`src/rtl/filter_pkg.sv`:
```
// Shared defaults and FSM encoding for the filter host port.
package filter_pkg;

    localparam int unsigned DW_DEFAULT       = 32;
    localparam int unsigned AW_DEFAULT       = 12;
    localparam int unsigned N_DEFAULT        = 1 << AW_DEFAULT;
    localparam int unsigned RUN_WAIT_DEFAULT = 4098;

    typedef enum logic [1:0] {
        LOAD   = 2'd0,
        START  = 2'd1,
        RUN    = 2'd2,
        UNLOAD = 2'd3
    } state_t;

endpackage

```
`src/rtl/sample_skid2.sv`:
```
// Two-entry FIFO that holds returned output-buffer samples ahead of the outbound stream.
module sample_skid2 #(
    parameter int unsigned DW = 32
) (
    input  logic          clk,
    input  logic          rst_n,
    input  logic          push,
    input  logic [DW-1:0] push_data,
    input  logic          pop,
    output logic          full,
    output logic          empty,
    output logic [1:0]    count,
    output logic [DW-1:0] head
);

    logic [DW-1:0] slot0;
    logic [DW-1:0] slot1;
    logic          wr_ptr;
    logic          rd_ptr;

    always_ff @(posedge clk or negedge rst_n) begin
        if (!rst_n) begin
            slot0  <= '0;
            slot1  <= '0;
            wr_ptr <= 1'b0;
            rd_ptr <= 1'b0;
            count  <= '0;
        end else begin
            if (push) begin
                if (wr_ptr) slot1 <= push_data;
                else        slot0 <= push_data;
                wr_ptr <= ~wr_ptr;
            end
            if (pop) begin
                rd_ptr <= ~rd_ptr;
            end
            case ({push, pop})
                2'b10:   count <= count + 2'd1;
                2'b01:   count <= count - 2'd1;
                default: ;
            endcase
        end
    end

    assign head  = rd_ptr ? slot1 : slot0;
    assign empty = (count == 2'd0);
    assign full  = (count == 2'd2);

endmodule

```
`src/rtl/filter_host_port.sv`:
```
// Host-side port for a frame filter: loads a frame into the input buffer, kicks the
// engine, waits a fixed latency, then streams the output buffer back out.
module filter_host_port
    import filter_pkg::*;
#(
    parameter int unsigned DW       = DW_DEFAULT,
    parameter int unsigned AW       = AW_DEFAULT,
    parameter int unsigned RUN_WAIT = RUN_WAIT_DEFAULT
) (
    input  logic          clk,
    input  logic          rst_n,
    input  logic [DW-1:0] s_data,
    input  logic          s_valid,
    output logic          s_ready,
    output logic [AW-1:0] in_addr,
    output logic [DW-1:0] in_wdata,
    output logic          in_we,
    output logic          synR,
    output logic [AW-1:0] out_addr,
    input  logic [DW-1:0] out_rdata,
    output logic [DW-1:0] m_data,
    output logic          m_valid,
    input  logic          m_ready,
    output logic          m_last,
    output logic          busy
);

    state_t        state;
    logic [AW-1:0] wcnt;
    logic [AW-1:0] rcnt;
    logic [AW-1:0] ocnt;
    logic [31:0]   wait_cnt;
    logic          rd_pend;
    logic          rd_done;

    logic          accept;
    logic          pop;
    logic          issue;
    logic          buf_full;
    logic          buf_empty;
    logic [1:0]    buf_count;
    logic [DW-1:0] buf_head;

    assign s_ready  = (state == LOAD);
    assign accept   = rst_n & s_valid & s_ready;
    assign in_we    = accept;
    assign in_addr  = wcnt;
    assign in_wdata = s_data;
    assign synR     = (state == START);
    assign busy     = (state != LOAD);

    assign m_valid  = (state == UNLOAD) & ~buf_empty;
    assign m_data   = buf_head;
    assign m_last   = m_valid & (ocnt == '1);
    assign pop      = m_valid & m_ready;
    assign out_addr = rcnt;

    // Occupancy is taken after this cycle's pop so a streaming consumer sees no bubbles.
    assign issue = (state == UNLOAD) & ~rd_done &
                   (({1'b0, buf_count} + {2'b0, rd_pend}) < (3'd2 + {2'b0, pop}));

    always_ff @(posedge clk or negedge rst_n) begin
        if (!rst_n) begin
            state    <= LOAD;
            wcnt     <= '0;
            rcnt     <= '0;
            ocnt     <= '0;
            wait_cnt <= '0;
            rd_pend  <= 1'b0;
            rd_done  <= 1'b0;
        end else begin
            rd_pend <= issue;
            case (state)
                LOAD: begin
                    if (accept) begin
                        wcnt <= wcnt + AW'(1);
                        if (wcnt == '1) state <= START;
                    end
                end
                START: begin
                    wait_cnt <= 32'd1;
                    state    <= RUN;
                end
                RUN: begin
                    if (wait_cnt == 32'(RUN_WAIT - 1)) state <= UNLOAD;
                    else                               wait_cnt <= wait_cnt + 32'd1;
                end
                UNLOAD: begin
                    if (issue) begin
                        rcnt <= rcnt + AW'(1);
                        if (rcnt == '1) rd_done <= 1'b1;
                    end
                    if (pop) begin
                        ocnt <= ocnt + AW'(1);
                        if (ocnt == '1) begin
                            rd_done <= 1'b0;
                            state   <= LOAD;
                        end
                    end
                end
                default: state <= LOAD;
            endcase
        end
    end

    sample_skid2 #(
        .DW (DW)
    ) u_skid (
        .clk       (clk),
        .rst_n     (rst_n),
        .push      (rd_pend),
        .push_data (out_rdata),
        .pop       (pop),
        .full      (buf_full),
        .empty     (buf_empty),
        .count     (buf_count),
        .head      (buf_head)
    );

    a_no_overflow: assert property (@(posedge clk) disable iff (!rst_n)
                                    !(rd_pend && buf_full && !pop));

endmodule

```
`config.mk`:
```
export PLATFORM = sky130hd
export DESIGN_NAME = filter_host_port
export DESIGN_NICKNAME = d
export VERILOG_FILES = /design/src/rtl/filter_pkg.sv /design/src/rtl/sample_skid2.sv /design/src/rtl/filter_host_port.sv
export SDC_FILE = /design/constraint.sdc
export NUM_CORES = 1
export LEC_CHECK = 0
export ABC_CLOCK_PERIOD_IN_PS = 2550
export CORE_MARGIN = 2
export CORE_UTILIZATION = 40
export CTS_BUF_LIST = sky130_fd_sc_hd__clkbuf_8
export CTS_CLUSTER_DIAMETER = 40
export DETAILED_ROUTE_END_ITERATION = 10
export GPL_ROUTABILITY_DRIVEN = 0
export GPL_TIMING_DRIVEN = 0
export MAX_ROUTING_LAYER = met4
export PLACE_DENSITY_LB_ADDON = 0.08
export SLEW_MARGIN = 20
export SYNTH_ARGS = -nofsm -noshare
export SYNTH_HDL_FRONTEND = slang
export SYNTH_SLANG_ARGS = --single-unit
```
`constraint.sdc`:
```
create_clock -name clk -period 2.55 [get_ports clk]
set_input_delay 0.3825 -clock clk [delete_from_list [all_inputs] [get_ports clk]]
set_output_delay 0.3825 -clock clk [all_outputs]
set_load 0.02 [all_outputs]
```
==> results of run 1 <==
## critical path, cell delays in order, from the launching register on
cell             delay [ns]
dfrtp_2                0.44
clkbuf_4               0.27
mux2_2                 0.36
clkdlybuf4s50_1        0.56
## synthesized netlist by cell type (12+ instances only)
| cell type | instances | area share [%] |
|---|---|---|
| nand3_1 | 35 | 2.6 |
| nand2_1 | 38 | 2.1 |
| xnor2_1 | 28 | 3.6 |
| o21ai_0 | 17 | 1.3 |
| buf_4 | 32 | 3.5 |
| dfrtp_1 | 140 | 52 |
| ha_1 | 12 | 2.2 |
| nor2_1 | 30 | 1.7 |
| inv_1 | 16 | 0.89 |
| clkbuf_1 | 12 | 0.66 |
| xor2_1 | 18 | 2.3 |
| nand4_1 | 19 | 1.8 |
| mux2_2 | 98 | 16 |
## worst max-delay path by stage
stage | start | cells past startpoint | slack [ns] | to
after global routing | u_skid.rd_ptr$_DFFE_PN0P_ | 3 | 0.009 | m_data[30]
after global placement | rst_n | 4 | -5.29 | in_we
after detailed placement | rst_n | 5 | -0.16 | in_we
after floorplan | state[0]$_DFFE_PN0P_ | 5 | 0.45 | m_last
final | u_skid.rd_ptr$_DFFE_PN0P_ | 3 | 0.09 | m_data[30]
after CTS | state[1]$_DFFE_PN0P_ | 6 | 0.002 | m_last
## stage by stage
step / power (W) / setup TNS, ns / cell area, sq um
2_1_floorplan: 0.002589 / 0 / 6775
4_1_cts: 0.004661 / 0 / 8850
5_1_grt: 0.004821 / 0 / 8853
6_report: 0.004593 / 0 / 8853
3_3_place_gp: 0.002849 / -697.14 / 8342
3_5_place_dp: 0.002860 / -0.1558 / 8374
## power groups by stage
stage,combinational [W],sequential [W],clock (W)
6_report,0.000473,0.00236,0.00176
5_1_grt,0.000517,0.00237,0.00194
4_1_cts,0.000480,0.00235,0.00183
3_5_place_dp,0.000465,0.00239,0
3_3_place_gp,0.000455,0.00239,0
2_1_floorplan,0.000156,0.00243,0
## final cells by class
type | instances | area, sq um
clock buffers | 18 | 247.7
flip-flops and latches | 140 | 3505
multi-input cells | 373 | 2894
inverters | 16 | 60.06
fillers | 1487 | 7730
plain buffers | 50 | 336.6
repair buffers | 133 | 1388
clock inverters | 14 | 147.6
well taps | 220 | 275.3
## metal layers
metal | global-route usage (%) | vias to the layer above | share of wire [%]
met5 | - | - | 0
met1 | 23.38 | 2345 | 47
met4 | 5.205 | 0 | 1.5
met2 | 26.98 | 143 | 47
li1 | - | 2343 | -
met3 | 4.006 | 21 | 4.8
## state kept, by name, summed over array words and instances (netlist names)
register,flops
rd_pend,1
u_skid.rd_ptr,1
ocnt,12
wait_cnt,32
u_skid.slot1,32
in_addr,12
u_skid.count,2
state,2
u_skid.wr_ptr,1
out_addr,12
rd_done,1
u_skid.slot0,32
## kinds of logic after synthesis
| group | share of synthesized area [%] |
|---|---|
| AND/OR/NAND/NOR | 12.76 |
| flip-flops | 51.71 |
| multiplexers | 17.03 |
| buffers and inverters | 5.651 |
| AO/OA/AOI/OAI | 4.691 |
| XOR/XNOR | 5.946 |
| adder cells (fa/ha/maj) | 2.216 |
## timing repair
item / 4_1_cts / 5_1_grt
pin swaps: 0 / 0
hold buffers: 2 / 0
hold endpoints to repair: 56 / 0
endpoints found under the setup margin: 31 / 12
cloned: 1 / 0
resized for setup: 9 / 6
==> metrics.txt, run 1 <==
status finished clean; Leak 4.036 nW; CORE AREA 16,580 sq um; Final WS setup 0.09196 ns; number of CTS-inserted buffers 17; Synth Flop Type dfrtp_1; worst r2r src state[1]$_DFFE_PN0P_; total track usage 17.54%; DP HPWL 10,290 um; crit-path max FO 10; total gr overflow 0; Place WS -0.1558 ns; die footprint 17,990 sq um; post-CTS setup buffer count 0; antenna viol nets, final 0; EDFF count, synth 0; Die W 134.1 um; DR DRC count 0; Syn Area/Cell 11.68 sq um; Req. time, crit path 2.17 ns; CP Capture Type output port; Post-Route Skew 0.01069 ns; routed wire length per instance 15.29 um; first-pass GRT wire length 24,500 um; initial antenna violation count 0; WS Path Type register to output port; reg2reg setup slack 0.29 ns; hold path start ocnt[4]$_DFFE_PN0P_; fin crit share 96.39%; TritonCTS Sinks 140; NetSw 0.001152 W; slew margin rel. 54.25%; CP Data Arrival Time 2.08 ns; switch share 25.08%; Antenna Cells 0; internal cell power 0.003441 W; routed wire length 14,740 um; DR iter-0 viols 205; Final Critical Period 2.458 ns; synth warn 0; most frequent cells in the layout 139 x dfrtp_1, 126 x clkdlybuf4s50_1, 98 x mux2_2; Layout area overhead 30.67%; fin cells 964; Root Driver clkbuf_8; minimum hold slack 0.4765 ns; H-tree levels 4; worst-margin pin slew 0.6863 ns; Starting Density 40.86%; count of final setup violators 0; final hold vios 0; vias in the first global route 4,931; RSZ-0062 raised after global routing no; PD cells 518.8 nW/um^2; DIE HEIGHT 134.1 um; vias 4,852; R2R cell count 6; Rows 47; Seq pwr share 51.3%; Vias/cell 5.033; CTS tree yes; Clock Latency Late Sink 0.45 ns; count of pins over their slew limit 0; clock share of power 38.4%; commonest non-fill, non-tap cell in the layout dfrtp_1; drt pass-1 iters 4; Post-Place Cells 930; post-synthesis sequential area ratio 51.71%; clock transition at the registers of the reported paths 0.08 ns; fin nets 811; register bit total from synthesis 140; worst vdd ir 0.4439 mV; Worst Hold Class register to register; number of distinct library cells after synthesis 48; share of layout cells above drive strength 1 24.73%; Max clock buf depth 2; fraction of registers with async set/reset 100.0%; largest net degree at the start of global routing 57; synthesized area 6775 sq um; CP Launch Type register; r2r endpoint state[1]$_DFFE_PN0P_; hold path cells 1; Max Cap Viol 0; combinational power share 10.3%; FMAX 406.8 MHz; post-layout util 53.39%; Min-Delay Endpoint ocnt[4]$_DFFE_PN0P_; Mapped Cells 580; port bufs 129; Synth Net Count 660; io pins 162
Note: power is estimated with default switching activity, not from simulation.
==> inputs of run 2 (changes only) <==
Settings changed: ABC_AREA set to 1.
==> run 2 against run 1 <==
  * Die area increased by 11%
  * Cell count increased by 43%
  * Combinational power increased by 2%
  * First-iteration DRC count increased by 82%
  * Maximum frequency increased by 0.27%
  * Sequential cell count unchanged
  * Clock power increased by 9%
  * Register-to-register slack improved by 0.34 ns
  * Hold slack about the same
  * Wire length increased by 26%
  * Sequential share of layout area decreased by 3.2 points
==> metrics.txt, run 2 <==
status finished clean (unchanged); cell accounting for the most synthesized area dfrtp_1 (unchanged); Post-Synth Simple-Gate Area 29.46% (was 12.76%); Crit. Startpoint ocnt[0]$_DFFE_PN0P_ (was u_skid.rd_ptr$_DFFE_PN0P_); drt pass-1 iters 7 (was 4); Sequential Area 3503 sq um (was 3505 sq um); Root Driver clkbuf_8 (unchanged); CP dominant cell by count nor2_1; Crit-path slowest cell clkdlybuf4s50_1 (unchanged); synth warn 0 (unchanged); final hold vios 0 (unchanged); Die W 141.3 um (was 134.1 um); fill count 1,829 (was 1,487); CTS tree yes (unchanged); Antenna Cells 0 (unchanged); EDFF count, synth 0 (unchanged); routed wire length 18,570 um (was 14,740 um); Req. time, crit path 2.17 ns (about the same); fraction of registers with async set/reset 100.0% (unchanged); CP Capture Type output port (unchanged); RSZ-0062 raised after global routing no (unchanged); worst r2r src wait_cnt[0]$_DFFE_PN0P_ (was state[1]$_DFFE_PN0P_); area of the multi-input gates 3247 sq um (was 2894 sq um); reg2reg setup slack 0.63 ns (was 0.29 ns); WS Path Type register to output port (unchanged); CP Launch Type register (unchanged); antenna viol nets, final 0 (unchanged); Min-Delay Endpoint ocnt[11]$_DFFE_PN0P_ (was ocnt[4]$_DFFE_PN0P_); post-synthesis sequential area ratio 46.45% (was 51.71%); number of CTS-inserted buffers 17 (unchanged); Largest stage delay, worst path 0.60 ns (was 0.56 ns); count of final setup violators 0 (unchanged); ranking of synthesized cells by area dfrtp_1 46%, nand2_1 17%, o21ai_0 5.2% (was dfrtp_1 52%, mux2_2 16%, xnor2_1 3.6%); Synth Net Count 1,067 (was 660); Final Critical Period 2.451 ns (was 2.458 ns); io pins 162 (unchanged); total track usage 19.84% (was 17.54%); vias 6,595 (was 4,852); first-pass GRT wire length 30,790 um (was 24,500 um); Vias/cell 4.769 (was 5.033); TritonCTS Sinks 140 (unchanged); number of distinct library cells after synthesis 33 (was 48); count of pins over their slew limit 0 (unchanged); commonest non-fill, non-tap cell in the layout nand2_1 (was dfrtp_1); synthesized area 7542 sq um (was 6775 sq um); Layout area overhead 27.65% (was 30.67%); Leak 4.813 nW (was 4.036 nW); H-tree levels 4 (unchanged); fin nets 1,217 (was 811); fin cells 1,383 (was 964); fin crit share 96.14% (was 96.39%); DIE HEIGHT 141.3 um (was 134.1 um); worst-margin pin slew 0.6074 ns (was 0.6863 ns); slew margin rel. 59.50% (was 54.25%); crit-path max FO 3 (was 10); register bit total from synthesis 140 (unchanged); most frequent cells in the layout 344 x nand2_1, 140 x dfrtp_1, 125 x clkdlybuf4s50_1 (was 139 x dfrtp_1, 126 x clkdlybuf4s50_1, 98 x mux2_2); Max Cap Viol 0 (unchanged); Buf/Inv on CP 2 (unchanged); Synth Flop Type dfrtp_1 (unchanged); Worst Hold Class register to register (unchanged); clock transition at the registers of the reported paths 0.08 ns (about the same); CORE AREA 18,580 sq um (was 16,580 sq um); largest net degree at the start of global routing 87 (was 57); worst vdd ir 0.4282 mV (was 0.4439 mV); hold path cells 1 (unchanged); Synth top area share 46.45% (was 51.71%); most common cell in the netlist nand2_1 (was dfrtp_1); critical path, cell by cell ha_1 -> inv_1 -> nor2_1 -> nand3_1 -> nor2_1 -> clkdlybuf4s50_1 (was clkbuf_4 -> mux2_2 -> clkdlybuf4s50_1); port bufs 129 (unchanged); vias in the first global route 6,132 (was 4,931); FMAX 407.9 MHz (was 406.8 MHz); largest family of logic cells by synthesized area simple AND/OR/NAND/NOR gates (was multiplexers); complex-gate fraction of the synthesized area 7.382% (was 4.691%); die footprint 19,970 sq um (was 17,990 sq um); Starting Density 40.59% (was 40.86%); Place WS 0.2373 ns (was -0.1558 ns); CP Data Arrival Time 2.07 ns (was 2.08 ns); r2r endpoint wait_cnt[30]$_DFFE_PN0P_ (was state[1]$_DFFE_PN0P_); DR DRC count 0 (unchanged); Post-Synth XOR/XNOR Area 4.064% (was 5.946%); R2R cell count 8 (was 6); total gr overflow 0 (unchanged); Mapped Cells 987 (was 580); routed wire length per instance 13.42 um (was 15.29 um); Post-Place Cells 1,351 (was 930); Max clock buf depth 2 (unchanged); Post-Synth Adder-Cell Area 1.991% (was 2.216%); top flop regs u_skid.slot0 (32), u_skid.slot1 (32), wait_cnt (32) (unchanged); family with the most delay on the worst path buffers and inverters (unchanged); setup TNS 0 ns (unchanged); Rows 50 (was 47); Final WS setup 0.09854 ns (was 0.09196 ns); initial antenna violation count 0 (unchanged); share of layout cells above drive strength 1 10.44% (was 24.73%); multiplexer area fraction after synthesis 0.1493% (was 17.03%); Syn Area/Cell 7.642 sq um (was 11.68 sq um); Post-synth top cells 344 x nand2_1, 140 x dfrtp_1, 99 x inv_1, 78 x o21ai_0, 76 x nor2_1 (was 140 x dfrtp_1, 98 x mux2_2, 38 x nand2_1, 35 x nand3_1, 32 x buf_4); PD cells 489.0 nW/um^2 (was 518.8 nW/um^2); hold path start ocnt[11]$_DFFE_PN0P_ (was ocnt[4]$_DFFE_PN0P_); Post-Route Skew 0.01127 ns (was 0.01069 ns); DP HPWL 13,620 um (was 10,290 um); DR iter-0 viols 374 (was 205); Clock Latency Late Sink 0.44 ns (was 0.45 ns)
[run 2: cell count changes after synthesis, sizes merged, moves of 7 or more]
cell    previous run  this run
nand4             20         5
inv               16       105
o21ai             18        96
xnor2             28        12
nor2              30        82
nor3               7        21
nand2             38       348
nor4              12         0
nand3             35        76
and3               9         1
mux2              98         1
clkbuf            12        19
[run 2: per-stage QoR]
step | utilization, % | hold WS [ns] | area, sq um | total power (W)
after floorplan | - | 0.08691 | 7542 | 0.002568
final | 51.82 | 0.4768 | 9628 | 0.004708
after global placement | 49.12 | 0.4610 | 9126 | 0.002837
after detailed placement | 49.29 | 0.3467 | 9159 | 0.002842
after global routing | 51.82 | 0.4944 | 9628 | 0.004919
after CTS | 51.75 | 0.4765 | 9615 | 0.004773
[run 2: cell families (layout without fill, tap and decap cells)]
| group | Yosys count | count (layout) |
|---|---|---|
| compound gates | 98 | 98 |
| xor+xnor | 35 | 35 |
| fa+ha+maj | 12 | 12 |
| buf+inv | 167 | 329 |
| flops | 140 | 140 |
| mux | 1 | 1 |
| simple gates | 534 | 534 |
[run 2: how the worst max path moves through the flow]
stage | end | cells past startpoint
4_1_cts | in_we | 5
3_5_place_dp | m_data[18] | 6
2_1_floorplan | in_addr[10]$_DFFE_PN0P_ | 8
6_report | m_last | 6
5_1_grt | m_last | 6
3_3_place_gp | in_we | 4
[run 2: per-layer routing]
layer	track usage, %	vias to the layer above	wire length (um)
li1	-	3348	-
met1	27.22	3063	8760
met2	30.45	162	8600
met3	3.341	22	874
met4	5.895	0	331
met5	-	-	0
[run 2: final cells by class]
type                    instances  area share, %
flip-flops and latches        140          36.39
multi-input cells             680          33.72
repair buffers                132          14.22
inverters                     107          4.185
plain buffers                  59          4.146
well taps                     234          3.041
clock buffers                  18          2.573
clock inverters                13          1.728
[run 2: timing repair]
item | 4_1_cts | 5_1_grt
hold buffers | 2 | 0
hold endpoints to repair | 54 | 0
buffers inserted | 0 | 0
endpoints found under the setup margin | 31 | 14
resized for setup | 7 | 8
[run 2: worst register-to-register path, cell delays in order, from the launching register on]
cell and delay (ns):
dfrtp_1 0.48, ha_1 0.30, nand3_1 0.14, nor2_1 0.29, inv_1 0.13, nor2_1 0.23
nand3_1 0.11, nand3_1 0.09, nand2_1 0.05
[run 2: report_power, final]
| part | internal [W] | switching, W |
|---|---|---|
| clock network | 0.000998 | 0.000911 |
| registers | 0.00226 | 0.0000532 |
| logic | 0.000254 | 0.000229 |
| total | 0.00352 | 0.00119 |
